## src/rtl/reg_sched_pkg.sv

```systemverilog
// Shared types for the register operation scheduler: op codes and FSM states.
package reg_sched_pkg;

  typedef enum logic [2:0] {
    OP_READ = 3'b000,
    OP_LOAD = 3'b001,
    OP_INC  = 3'b010,
    OP_DEC  = 3'b011,
    OP_INCW = 3'b100,
    OP_DECW = 3'b101,
    OP_SHR  = 3'b110,
    OP_SHL  = 3'b111
  } reg_op_e;

  typedef enum logic [1:0] {
    IDLE = 2'b00,
    EXEC = 2'b01,
    RESP = 2'b10
  } sched_state_e;

  // READ and LOAD always take one cycle regardless of the repeat count.
  function automatic logic op_is_single(reg_op_e op);
    return (op == OP_READ) || (op == OP_LOAD);
  endfunction

endpackage

```

## src/rtl/rr_arbiter.sv

```systemverilog
// Combinational round-robin arbiter: priority starts at last+1 and wraps modulo N.
module rr_arbiter #(
  parameter int N  = 4,
  parameter int IW = $clog2(N)
) (
  input  logic [N-1:0]  req,
  input  logic [IW-1:0] last,
  output logic [N-1:0]  grant,
  output logic [IW-1:0] grant_idx
);

  // Scan from the lowest priority upward so the nearest requester after last wins.
  always_comb begin
    logic [IW-1:0] idx;
    grant     = '0;
    grant_idx = '0;
    idx       = '0;
    for (int k = N; k >= 1; k--) begin
      idx = IW'((int'(last) + k) % N);
      if (req[idx]) begin
        grant      = '0;
        grant[idx] = 1'b1;
        grant_idx  = idx;
      end
    end
  end

endmodule

```

## src/rtl/reg_op_scheduler.sv

```systemverilog
// Shares one load/shift/inc/dec register between NREQ requesters: round-robin accept,
// sequence the register controls for the op's cycle count, then strobe the result.
module reg_op_scheduler
  import reg_sched_pkg::*;
#(
  parameter int NREQ  = 4,
  parameter int DEPTH = 5,
  parameter int CNTW  = 3
) (
  input  logic                     clk,
  input  logic                     reset_n,
  input  logic [NREQ-1:0]          req_valid,
  output logic [NREQ-1:0]          req_ready,
  input  logic [NREQ*3-1:0]        req_op,
  input  logic [NREQ*CNTW-1:0]     req_cnt,
  input  logic [NREQ*DEPTH-1:0]    req_data,
  output logic                     rsp_valid,
  output logic [$clog2(NREQ)-1:0]  rsp_id,
  output logic [DEPTH-1:0]         rsp_data,
  output logic                     reg_load,
  output logic                     reg_shr,
  output logic                     reg_shl,
  output logic                     reg_inc,
  output logic                     reg_dec,
  output logic                     reg_loop,
  output logic                     reg_logshift,
  output logic [DEPTH-1:0]         reg_in,
  input  logic [DEPTH-1:0]         reg_out
);

  localparam int IDW = $clog2(NREQ);

  reg_op_e          op_arr   [NREQ];
  logic [CNTW-1:0]  cnt_arr  [NREQ];
  logic [DEPTH-1:0] data_arr [NREQ];

  for (genvar gi = 0; gi < NREQ; gi++) begin : g_slice
    assign op_arr[gi]   = reg_op_e'(req_op[gi*3 +: 3]);
    assign cnt_arr[gi]  = req_cnt[gi*CNTW +: CNTW];
    assign data_arr[gi] = req_data[gi*DEPTH +: DEPTH];
  end

  sched_state_e     state;
  sched_state_e     state_next;
  logic [IDW-1:0]   last_grant;
  reg_op_e          op_cur;
  logic [DEPTH-1:0] data_cur;
  logic [IDW-1:0]   id_cur;
  logic [CNTW-1:0]  cnt_left;

  logic [NREQ-1:0]  grant;
  logic [IDW-1:0]   grant_idx;
  logic             accept;
  reg_op_e          sel_op;
  logic [CNTW-1:0]  sel_cnt;
  logic [CNTW-1:0]  sel_left;

  rr_arbiter #(.N(NREQ)) u_arb (
    .req       (req_valid),
    .last      (last_grant),
    .grant     (grant),
    .grant_idx (grant_idx)
  );

  assign accept  = (state == IDLE) && (|req_valid);
  assign sel_op  = op_arr[grant_idx];
  assign sel_cnt = cnt_arr[grant_idx];

  // Counter holds remaining EXEC cycles minus one; cnt=0 behaves like cnt=1.
  always_comb begin
    sel_left = '0;
    if (!op_is_single(sel_op) && (sel_cnt != '0)) begin
      sel_left = sel_cnt - CNTW'(1);
    end
  end

  always_ff @(posedge clk or negedge reset_n) begin
    if (!reset_n) begin
      state <= IDLE;
    end else begin
      state <= state_next;
    end
  end

  always_comb begin
    state_next = state;
    case (state)
      IDLE:    if (accept) state_next = EXEC;
      EXEC:    if (cnt_left == '0) state_next = RESP;
      RESP:    state_next = IDLE;
      default: state_next = IDLE;
    endcase
  end

  always_ff @(posedge clk or negedge reset_n) begin
    if (!reset_n) begin
      last_grant <= IDW'(NREQ - 1);
      op_cur     <= OP_READ;
      data_cur   <= '0;
      id_cur     <= '0;
      cnt_left   <= '0;
    end else if (accept) begin
      last_grant <= grant_idx;
      op_cur     <= sel_op;
      data_cur   <= data_arr[grant_idx];
      id_cur     <= grant_idx;
      cnt_left   <= sel_left;
    end else if ((state == EXEC) && (cnt_left != '0)) begin
      cnt_left   <= cnt_left - CNTW'(1);
    end
  end

  // Register controls and response come from registered state only; req_ready is the lone
  // output that looks at req_valid directly.
  always_comb begin
    req_ready    = '0;
    rsp_valid    = 1'b0;
    rsp_id       = '0;
    rsp_data     = '0;
    reg_load     = 1'b0;
    reg_shr      = 1'b0;
    reg_shl      = 1'b0;
    reg_inc      = 1'b0;
    reg_dec      = 1'b0;
    reg_loop     = 1'b0;
    reg_logshift = 1'b0;
    reg_in       = '0;
    case (state)
      IDLE: req_ready = grant;
      EXEC: begin
        case (op_cur)
          OP_LOAD: begin
            reg_load = 1'b1;
            reg_in   = data_cur;
          end
          OP_INC:  reg_inc = 1'b1;
          OP_DEC:  reg_dec = 1'b1;
          OP_INCW: begin
            reg_inc  = 1'b1;
            reg_loop = 1'b1;
          end
          OP_DECW: begin
            reg_dec  = 1'b1;
            reg_loop = 1'b1;
          end
          OP_SHR: begin
            reg_shr      = 1'b1;
            reg_logshift = 1'b1;
          end
          OP_SHL: begin
            reg_shl      = 1'b1;
            reg_logshift = 1'b1;
          end
          default: ;
        endcase
      end
      RESP: begin
        rsp_valid = 1'b1;
        rsp_id    = id_cur;
        rsp_data  = reg_out;
      end
      default: ;
    endcase
  end

endmodule
```

## config.mk

```make
export PLATFORM = sky130hd
export DESIGN_NAME = reg_op_scheduler
export DESIGN_NICKNAME = d
export VERILOG_FILES = /design/src/rtl/reg_sched_pkg.sv /design/src/rtl/rr_arbiter.sv /design/src/rtl/reg_op_scheduler.sv
export SDC_FILE = /design/constraint.sdc
export NUM_CORES = 1
export LEC_CHECK = 0
export CAP_MARGIN = 5
export CORE_MARGIN = 2
export CORE_UTILIZATION = 47
export DETAILED_ROUTE_END_ITERATION = 16
export GPL_TIMING_DRIVEN = 0
export PLACE_DENSITY_LB_ADDON = 0.08
export SKIP_LAST_GASP = 1
export SYNTH_ARGS = -nofsm -noshare
export SYNTH_HDL_FRONTEND = slang
export SYNTH_SLANG_ARGS = --single-unit
```

## constraint.sdc

```tcl
create_clock -name clk -period 5.5 [get_ports clk]
set_clock_uncertainty 0.15 [all_clocks]
set_input_delay 1.65 -clock clk [delete_from_list [all_inputs] [get_ports clk]]
set_output_delay 1.65 -clock clk [all_outputs]
set_load 0.05 [all_outputs]
```

### Word level (Yosys, flattened, before mapping)

Index checks and enable logic that the tools add are counted.

| storage, ports and cells | value |
|---|---|
| bits in registers | 17 |
| input port bits | 55 |
| output and inout bits | 24 |
| word-level logic and storage cells | 114 |

| cells by class | value |
|---|---|
| $add $sub $neg | 6 |
| $lt $le $gt $ge | 9 |
| equality and inequality tests | 12 |
| mux-type cells | 59 |
| bitwise logic cells | 1 |
| reduce and logical (&&, ||, !) cells | 21 |

Operators by type and width:

| kind | count |
|---|---|
| $mux W5 | 5 |
| $mux W1 | 23 |
| $mux W3 | 7 |
| $mux W4 | 5 |
| $mux W2 | 7 |
| $bmux W3 S2 | 2 |
| $eq A3 B3 Y1 const B | 4 |
| $lt A2 B3 Y1 const B | 4 |
| $bmux W5 S2 | 1 |
| $bmux W1 S2 | 4 |
| $demux W1 S2 | 4 |
| $ge A2 B1 Y1 const B | 4 |
| $reduce_or A2 Y1 | 4 |
| $logic_and A1 B1 Y1 | 7 |
| $eq A3 B1 Y1 const B | 2 |
| $eq A3 B2 Y1 const B | 2 |
| $logic_not A3 Y1 | 2 |
| $reduce_bool A3 Y1 | 2 |
| $sub A3 B1 Y3 const B | 2 |
| $add A2 B1 Y2 const B | 2 |
| $add A2 B2 Y2 const B | 2 |
| $ne A2 B2 Y1 const B | 2 |
| $pmux W2 S2 | 1 |
| $reduce_or A4 Y1 | 1 |
| 9 further kinds | 9 |

### Longest topological paths before layout

Gate-level depths: netlist of run 1.

| logic depth | value |
|---|---|
| word-level depth | 17 |
| mapped depth | 16 |
| depth with buffers taken out | 11 |

### By module

Synthesis of run 1 repeated with hierarchy kept, for this count alone.

| second synthesis, totals | value |
|---|---|
| cells, all modules | 189 |
| area total of the unflattened synthesis | 1788.0 sq um |

By module, submodules not included:

| module | times used | cells each | area an instance (sq um) | sequential area each (sq um) |
|---|---|---|---|---|
| reg_op_scheduler | 1 | 127 | 1271.2 | 427.9 |
| rr_arbiter | 1 | 62 | 516.7 | 0.0 |

### Least setup slack after synthesis of run 1

No wires, ideal clock.

| path | value |
|---|---|
| path type | input to output |
| start | input req_valid[2] |
| end | output req_ready[2] |
| arrival | 3922 ps |
| data required time | 3700 ps |
| setup slack | -222 ps |
| cell stages on the path | 7 |
| buffers on the path | 1 |
| path through | buf_2 -> nor2_4 -> a211o_1 -> o21ai_0 -> a311oi_1 -> a221oi_1 -> o31ai_1 |

| between the ends | value |
|---|---|
| word-level cells in the longest chain between the ends | 7 |
| elaborated cells between the ends (all ways) | 13 |
| those cells by class | mux (13) |

Ends and longest elaborated chain:

| element | RTL line | RTL |
|---|---|---|
| start, declared | reg_op_scheduler.sv:12 | `input logic [NREQ-1:0] req_valid,` |
| $bmux W1 S2 | rr_arbiter.sv:20 | `if (req[idx]) begin` |
| $mux W1 (implied by the code) | rr_arbiter.sv:20 |  |
| $mux W4 (3 in series) | rr_arbiter.sv:20 |  |
| $mux W4 * | rr_arbiter.sv:20 |  |
| $mux W4 * | reg_op_scheduler.sv:128 | `case (state)` |
| end, declared | reg_op_scheduler.sv:13 | `output logic [NREQ-1:0] req_ready,` |

Every way passes the cells marked *; elsewhere a longest branch is shown, timed or not. The select of a mux whose other input is x is not followed.

### Worst setup path after layout of run 1

| path | value |
|---|---|
| start | input req_valid[1] |
| end | output req_ready[2] |

Same word-level chain as after synthesis.

==> results.sh, run 1 <==
export IMPL_overflow=0
export IMPL_synthFlopType="dfrtp_1"
export IMPL_cp_max_fo=10
export IMPL_first_iter_violations=103
export IMPL_p_total_mw=1.600
export IMPL_power_density_nw_per_um2=573.1
export IMPL_reg2reg_to="cnt_left[2]$_DFFE_PN0P_"
export IMPL_antenna_found_initial=0
export IMPL_dieWidth_um=67.63
export IMPL_synth_area_leaders="dfrtp_1 (20%), mux2i_1 (8.4%), ha_1 (7.9%), mux2_2 (5.9%), and2_1 (3.9%)"
export IMPL_die_h_um=67.63
export IMPL_hpwlAfterDp_mm=4.051
export IMPL_cts_buffers=3
export IMPL_place_area_um2=2746
export IMPL_critPathKind="primary input to output pin"
export IMPL_finalSetupViolations=0
export IMPL_ys_ff_latch=17
export IMPL_yosysUniqueCellTypes=52
export IMPL_r2r_start="last_grant[0]$_DFFE_PN1P_"
export IMPL_synth_yosys_seq_area_share_pct=22.49
export IMPL_start_util_pct=48.27
export IMPL_grt_setup_unrepaired="false"
export IMPL_slowest_delay_ns=0.50
export IMPL_num_vias=1931
export IMPL_async_reset_ff_share_pct=100.0
export IMPL_tns_ns=0
export IMPL_drv_slew=0
export IMPL_ctsLongestPathBuffers=2
export IMPL_min_period_ns=5.365
export IMPL_final_nets=370
export IMPL_relSlewSlack_pct=46.16
export IMPL_synth_area_um2=1903
export IMPL_ant_nets=0
export IMPL_die_area_um2=4574
export IMPL_ys_top_cells_by_count="mux2i_1 (16), dfrtp_1 (15), nand2_1 (15), nand3_1 (15), nor2_1 (14)"
export IMPL_rrSetupSlack_ns=1.36
export IMPL_grt_pass1_wl_mm=8.383
export IMPL_multi_input_area_um2=1350
export IMPL_yosysTopAreaCell="dfrtp_1"
export IMPL_fin_area_um2=2791
export IMPL_synthToLayoutAreaGrowth_pct=46.68
export IMPL_yosys_area_top_type_share_pct=19.72
export IMPL_vias_per_cell=5.486
export IMPL_clkSlewWorstSetupHoldPaths_ns=0.06
export IMPL_dp_cells=348
export IMPL_instances_no_fill=352
export IMPL_syn_num_nets=289
export IMPL_grt_pass1_vias=1857
export IMPL_fin_crit_sh_pct=97.54
export IMPL_postSynthAreaPerCell_um2=8.572
export IMPL_hold_depth=2
export IMPL_p_leak_nw=1.176
export IMPL_worstPathArrival_ns=3.56
export IMPL_routedWlPerCell_um=14.40
export IMPL_track_usage_pct=23.98
export IMPL_drive_above_1_share_pct=15.23
export IMPL_cts_sinks=17
export IMPL_utilization_pct=70.80
export IMPL_wl_mm=5.069
export IMPL_fp_coreArea_um2=3943
export IMPL_critPathSlowestCell="clkdlybuf4s50_1"
export IMPL_nFillCells=341
export IMPL_hold_path_class="register to register"
export IMPL_synth_most_common_cell="mux2i_1"
export IMPL_start_kind="primary input"
export IMPL_cts_setup_buffers=0
export IMPL_synth_warnings=0
export IMPL_grt_start_max_net_pins=18
export IMPL_cap_violations=0
export IMPL_io_buffers=76
export IMPL_cp_end_kind="output pin"
export IMPL_hold_viol=0
export IMPL_vdd_drop_max_v=0.0003212
export IMPL_fin_ws_ns=0.1351
export IMPL_htreeDepth=1
export IMPL_cts_tree="done"
export IMPL_hp_start="id_cur[0]$_DFFE_PN0P_"
export IMPL_crit_chain="clkdlybuf4s50_1 -> buf_2 -> nor2b_1 -> a211oi_1 -> a311oi_2 -> a221oi_1 -> o31ai_2 -> buf_4"
export IMPL_min_to="id_cur[0]$_DFFE_PN0P_"
export IMPL_tightest_slew_ns=0.8051
export IMPL_drc=0
export IMPL_max_freq_ghz=0.1864
export IMPL_worst_r2r_cell_count=14
export IMPL_fin_hold_ws_ns=0.3238
export IMPL_antenna_cells=0
export IMPL_pre_cts_slack_ns=-0.7449
export IMPL_synth_edf_count=0
export IMPL_cts_hold_buf=0
export IMPL_std_cell_rows=23
export IMPL_globalplace_congestion=0.7884
export IMPL_num_io_pins=79
export IMPL_clock_latency_ns=0.25
export IMPL_drtPass1Iterations=4
export IMPL_syn_inst=222
export IMPL_status="completed"
export IMPL_register_area_um2=427.9
export IMPL_required_ns=3.70
export IMPL_cts_root_buf="clkbuf_8"
==> timing repair <==
action,CTS,global route
endpoints found under the setup margin,4,4
pin swaps,1,1
gates resized for setup,26,2
==> layout make-up <==
| class | count | area share, % |
|---|---|---|
| Inverter | 11 | 1.479 |
| Clock buffer | 4 | 1.614 |
| Timing Repair Buffer | 76 | 26.89 |
| Tap cell | 50 | 2.241 |
| Buffer | 16 | 4.079 |
| Multi-Input combinational cell | 178 | 48.36 |
| Sequential cell | 17 | 15.33 |
==> cells in the final DEF, fill, tap and decap left out, types with 3 or more instances in the layout <==
master,instances
clkbuf_1,5
buf_6,3
buf_2,6
nand2_1,15
mux2i_1,16
nor2b_1,6
dfrtp_1,15
buf_4,5
clkdlybuf4s50_1,72
o21ai_0,8
nand3_1,15
nor2_1,14
and2_1,12
o31ai_2,4
nor3_1,9
xnor2_1,3
clkbuf_8,3
mux2_2,10
ha_1,12
nand2b_1,5
a21oi_1,6
a221o_1,5
inv_1,9
a221oi_1,4
==> registers in the layout, summed over array words and instances (netlist names) <==
register and count:
data_cur 5, cnt_left 3, op_cur 3, id_cur 2, last_grant 2, state 2
==> routing by layer <==
metal | track usage, % | routed length (um)
met5 | 0 | 0
met4 | 8.929 | 79
met3 | 1.833 | 143
met2 | 43.75 | 2722
met1 | 29.09 | 2124
==> logic make-up after synthesis <==
| kind of cell | Yosys count | synth area share [%] |
|---|---|---|
| AO/OA/AOI/OAI | 49 | 19.40 |
| XOR/XNOR | 3 | 1.381 |
| adder cells (fa/ha/maj) | 12 | 7.889 |
| buffers and inverters | 27 | 8.153 |
| flip-flops | 17 | 22.49 |
| multiplexers | 29 | 17.29 |
| AND/OR/NAND/NOR | 85 | 23.41 |
==> power by group <==
part	internal [mW]	switching [mW]
Sequential	0.196	0.0523
Combinational	0.539	0.718
Clock	0.0514	0.0429
==> critical path, delay by kind of cell <==
family                 cells  cell delay, ns
AO/OA/AOI/OAI              4            0.81
buffers and inverters      3            0.95
AND/OR/NAND/NOR            1            0.16
==> worst max path at each step <==
stage                             from      endpoint  cells past startpoint
final                     req_valid[1]  req_ready[2]                      8
after global routing      req_valid[1]  req_ready[0]                      8
after CTS                 req_valid[2]  req_ready[2]                      9
after detailed placement  req_valid[2]  req_ready[2]                      9
after global placement    req_valid[2]  req_ready[2]                      9
after floorplan           req_valid[2]  req_ready[2]                      7
No activity file was read; power rests on OpenSTA's default activity.
==> run 2: changes to the inputs <==
- CORE_UTILIZATION: 47 -> 44
- SETUP_SLACK_MARGIN: unset -> 0.15
- clock period: 5.5 -> 5.8 ns (I/O delays scaled with it)
==> results.sh, run 2 (same netlist as run 1, synthesis figures left out) <==
export IMPL_pre_cts_slack_ns=-0.6808
export IMPL_ctsLongestPathBuffers=2
export IMPL_cts_tree="done"
export IMPL_tightest_slew_ns=0.7840
export IMPL_p_leak_nw=1.209
export IMPL_vdd_drop_max_v=0.0004434
export IMPL_crit_cells=8
export IMPL_start_util_pct=46.57
export IMPL_cp_max_fo=6
export IMPL_grt_pass1_vias=1943
export IMPL_final_nets=373
export IMPL_worst_r2r_cell_count=14
export IMPL_cts_buffers=3
export IMPL_min_period_ns=5.535
export IMPL_clkSlewWorstSetupHoldPaths_ns=0.07
export IMPL_critPathSlowestCell="clkdlybuf4s50_1"
export IMPL_drc=0
export IMPL_synthToLayoutAreaGrowth_pct=50.16
export IMPL_max_flop_register="data_cur"
export IMPL_htreeDepth=1
export IMPL_grt_pass1_wl_mm=9.204
export IMPL_fin_hold_ws_ns=0.3229
export IMPL_place_area_um2=2746
export IMPL_cpLargestDelayFamily="compound AO/OA/AOI/OAI gates"
export IMPL_drv_slew=0
export IMPL_grt_start_max_net_pins=18
export IMPL_antenna_found_initial=0
export IMPL_die_area_um2=4867
export IMPL_slowest_delay_ns=0.53
export IMPL_power_density_nw_per_um2=546.3
export IMPL_die_h_um=69.77
export IMPL_fin_ws_ns=0.2652
export IMPL_ant_nets=0
export IMPL_fp_coreArea_um2=4086
export IMPL_routedWlPerCell_um=15.81
export IMPL_grt_setup_unrepaired="false"
export IMPL_reg_largest_list="data_cur x5, cnt_left x3, op_cur x3"
export IMPL_cap_violations=0
export IMPL_overflow=0
export IMPL_status="completed"
export IMPL_hold_viol=0
export IMPL_num_vias=2046
export IMPL_finalSetupViolations=0
export IMPL_path_common_cell="buf_6"
export IMPL_clock_latency_ns=0.25
export IMPL_fin_area_um2=2858
export IMPL_std_cell_rows=23
export IMPL_max_freq_ghz=0.1807
export IMPL_antenna_cells=0
export IMPL_hold_path_class="register to register"
export IMPL_relSlewSlack_pct=47.57
export IMPL_largest_register_ffs=5
export IMPL_io_buffers=76
export IMPL_required_ns=3.91
export IMPL_start_kind="primary input"
export IMPL_first_iter_violations=128
export IMPL_hpwlAfterDp_mm=4.226
export IMPL_track_usage_pct=22.49
export IMPL_worstPathArrival_ns=3.64
export IMPL_cp_end_kind="output pin"
export IMPL_dieWidth_um=69.77
export IMPL_cts_root_buf="clkbuf_8"
export IMPL_mostFrequentLayoutCells="clkdlybuf4s50_1 (71), mux2i_1 (16), nand3_1 (15), nand2_1 (15), dfrtp_1 (15)"
export IMPL_fin_crit_sh_pct=95.43
export IMPL_num_io_pins=79
export IMPL_cts_hold_buf=0
export IMPL_drtPass1Iterations=4
export IMPL_wl_mm=5.611
export IMPL_critPathKind="primary input to output pin"
export IMPL_instances_no_fill=355
export IMPL_globalplace_congestion=0.8569
export IMPL_crit_chain="clkdlybuf4s50_1 -> buf_6 -> nor2b_1 -> a211oi_1 -> a311oi_4 -> a221oi_2 -> o31ai_2 -> buf_6"
export IMPL_final_common_cell="clkdlybuf4s50_1"
export IMPL_cts_sinks=17
export IMPL_nFillCells=346
export IMPL_drive_above_1_share_pct=16.39
export IMPL_tns_ns=0
export IMPL_dp_cells=348
export IMPL_utilization_pct=69.93
export IMPL_p_total_mw=1.561
export IMPL_cp_buffers_inverters=3
export IMPL_vias_per_cell=5.763
export IMPL_hold_depth=2
[run 2: cell count changes in the layout (fill, tap and decap cells not counted), sizes merged]
cell           change
buf                +3
clkdlybuf4s50      -1
dlymetal6s2s       +1
[run 2: cell type report]
type	instances	area, um^2	share of cell area [%]
multi-input combinational	178	1375	48.12
timing repair buffer	79	779.5	27.28
sequential	17	427.9	14.97
buffer	16	126.4	4.422
tap	50	62.56	2.189
clock buffer	4	45.04	1.576
inverter	11	41.29	1.445
[run 2: path summary, 6_finish.rpt]
path	startpoint	endpoint	slack, ns
worst max-delay path	req_valid[1]	req_ready[2]	0.27
worst min-delay path	id_cur[0]$_DFFE_PN0P_	id_cur[0]$_DFFE_PN0P_	0.32
worst max register to register	last_grant[0]$_DFFE_PN1P_	cnt_left[2]$_DFFE_PN0P_	1.49
worst min register to register	id_cur[0]$_DFFE_PN0P_	id_cur[0]$_DFFE_PN0P_	0.32
max in group asynchronous	reset_n	cnt_left[1]$_DFFE_PN0P_	3.22
min in group asynchronous	reset_n	data_cur[4]$_DFFE_PN0P_	1.79
[run 2: what timing repair did]
action	in CTS	in global routing
pin swaps	2	4
setup buffers	0	3
resized for setup	28	11
endpoints found under the setup margin	4	4
[run 2: where the power goes]
| part | switching [mW] | internal [mW] | total, mW |
|---|---|---|---|
| Sequential | 0.0545 | 0.186 | 0.240 |
| Clock | 0.0411 | 0.0487 | 0.0899 |
| Combinational | 0.707 | 0.525 | 1.23 |
[run 2: layer usage]
layer  vias to the layer above  track usage [%]  routed length (um)
met5                         -                0                   0
met4                         0            3.846                  59
met3                         8            4.506                 398
met2                        86            35.45                2647
met1                       974            32.23                2506
li1                        978                -                   -
[run 2: worst reg2reg max path: cells and delay by family (launching register included)]
kind	cells	cell delay, ns
compound gates	4	1.14
fa+ha+maj	3	0.91
buf+inv	5	0.90
flops	1	0.63
mux	1	0.38
simple gates	1	0.08
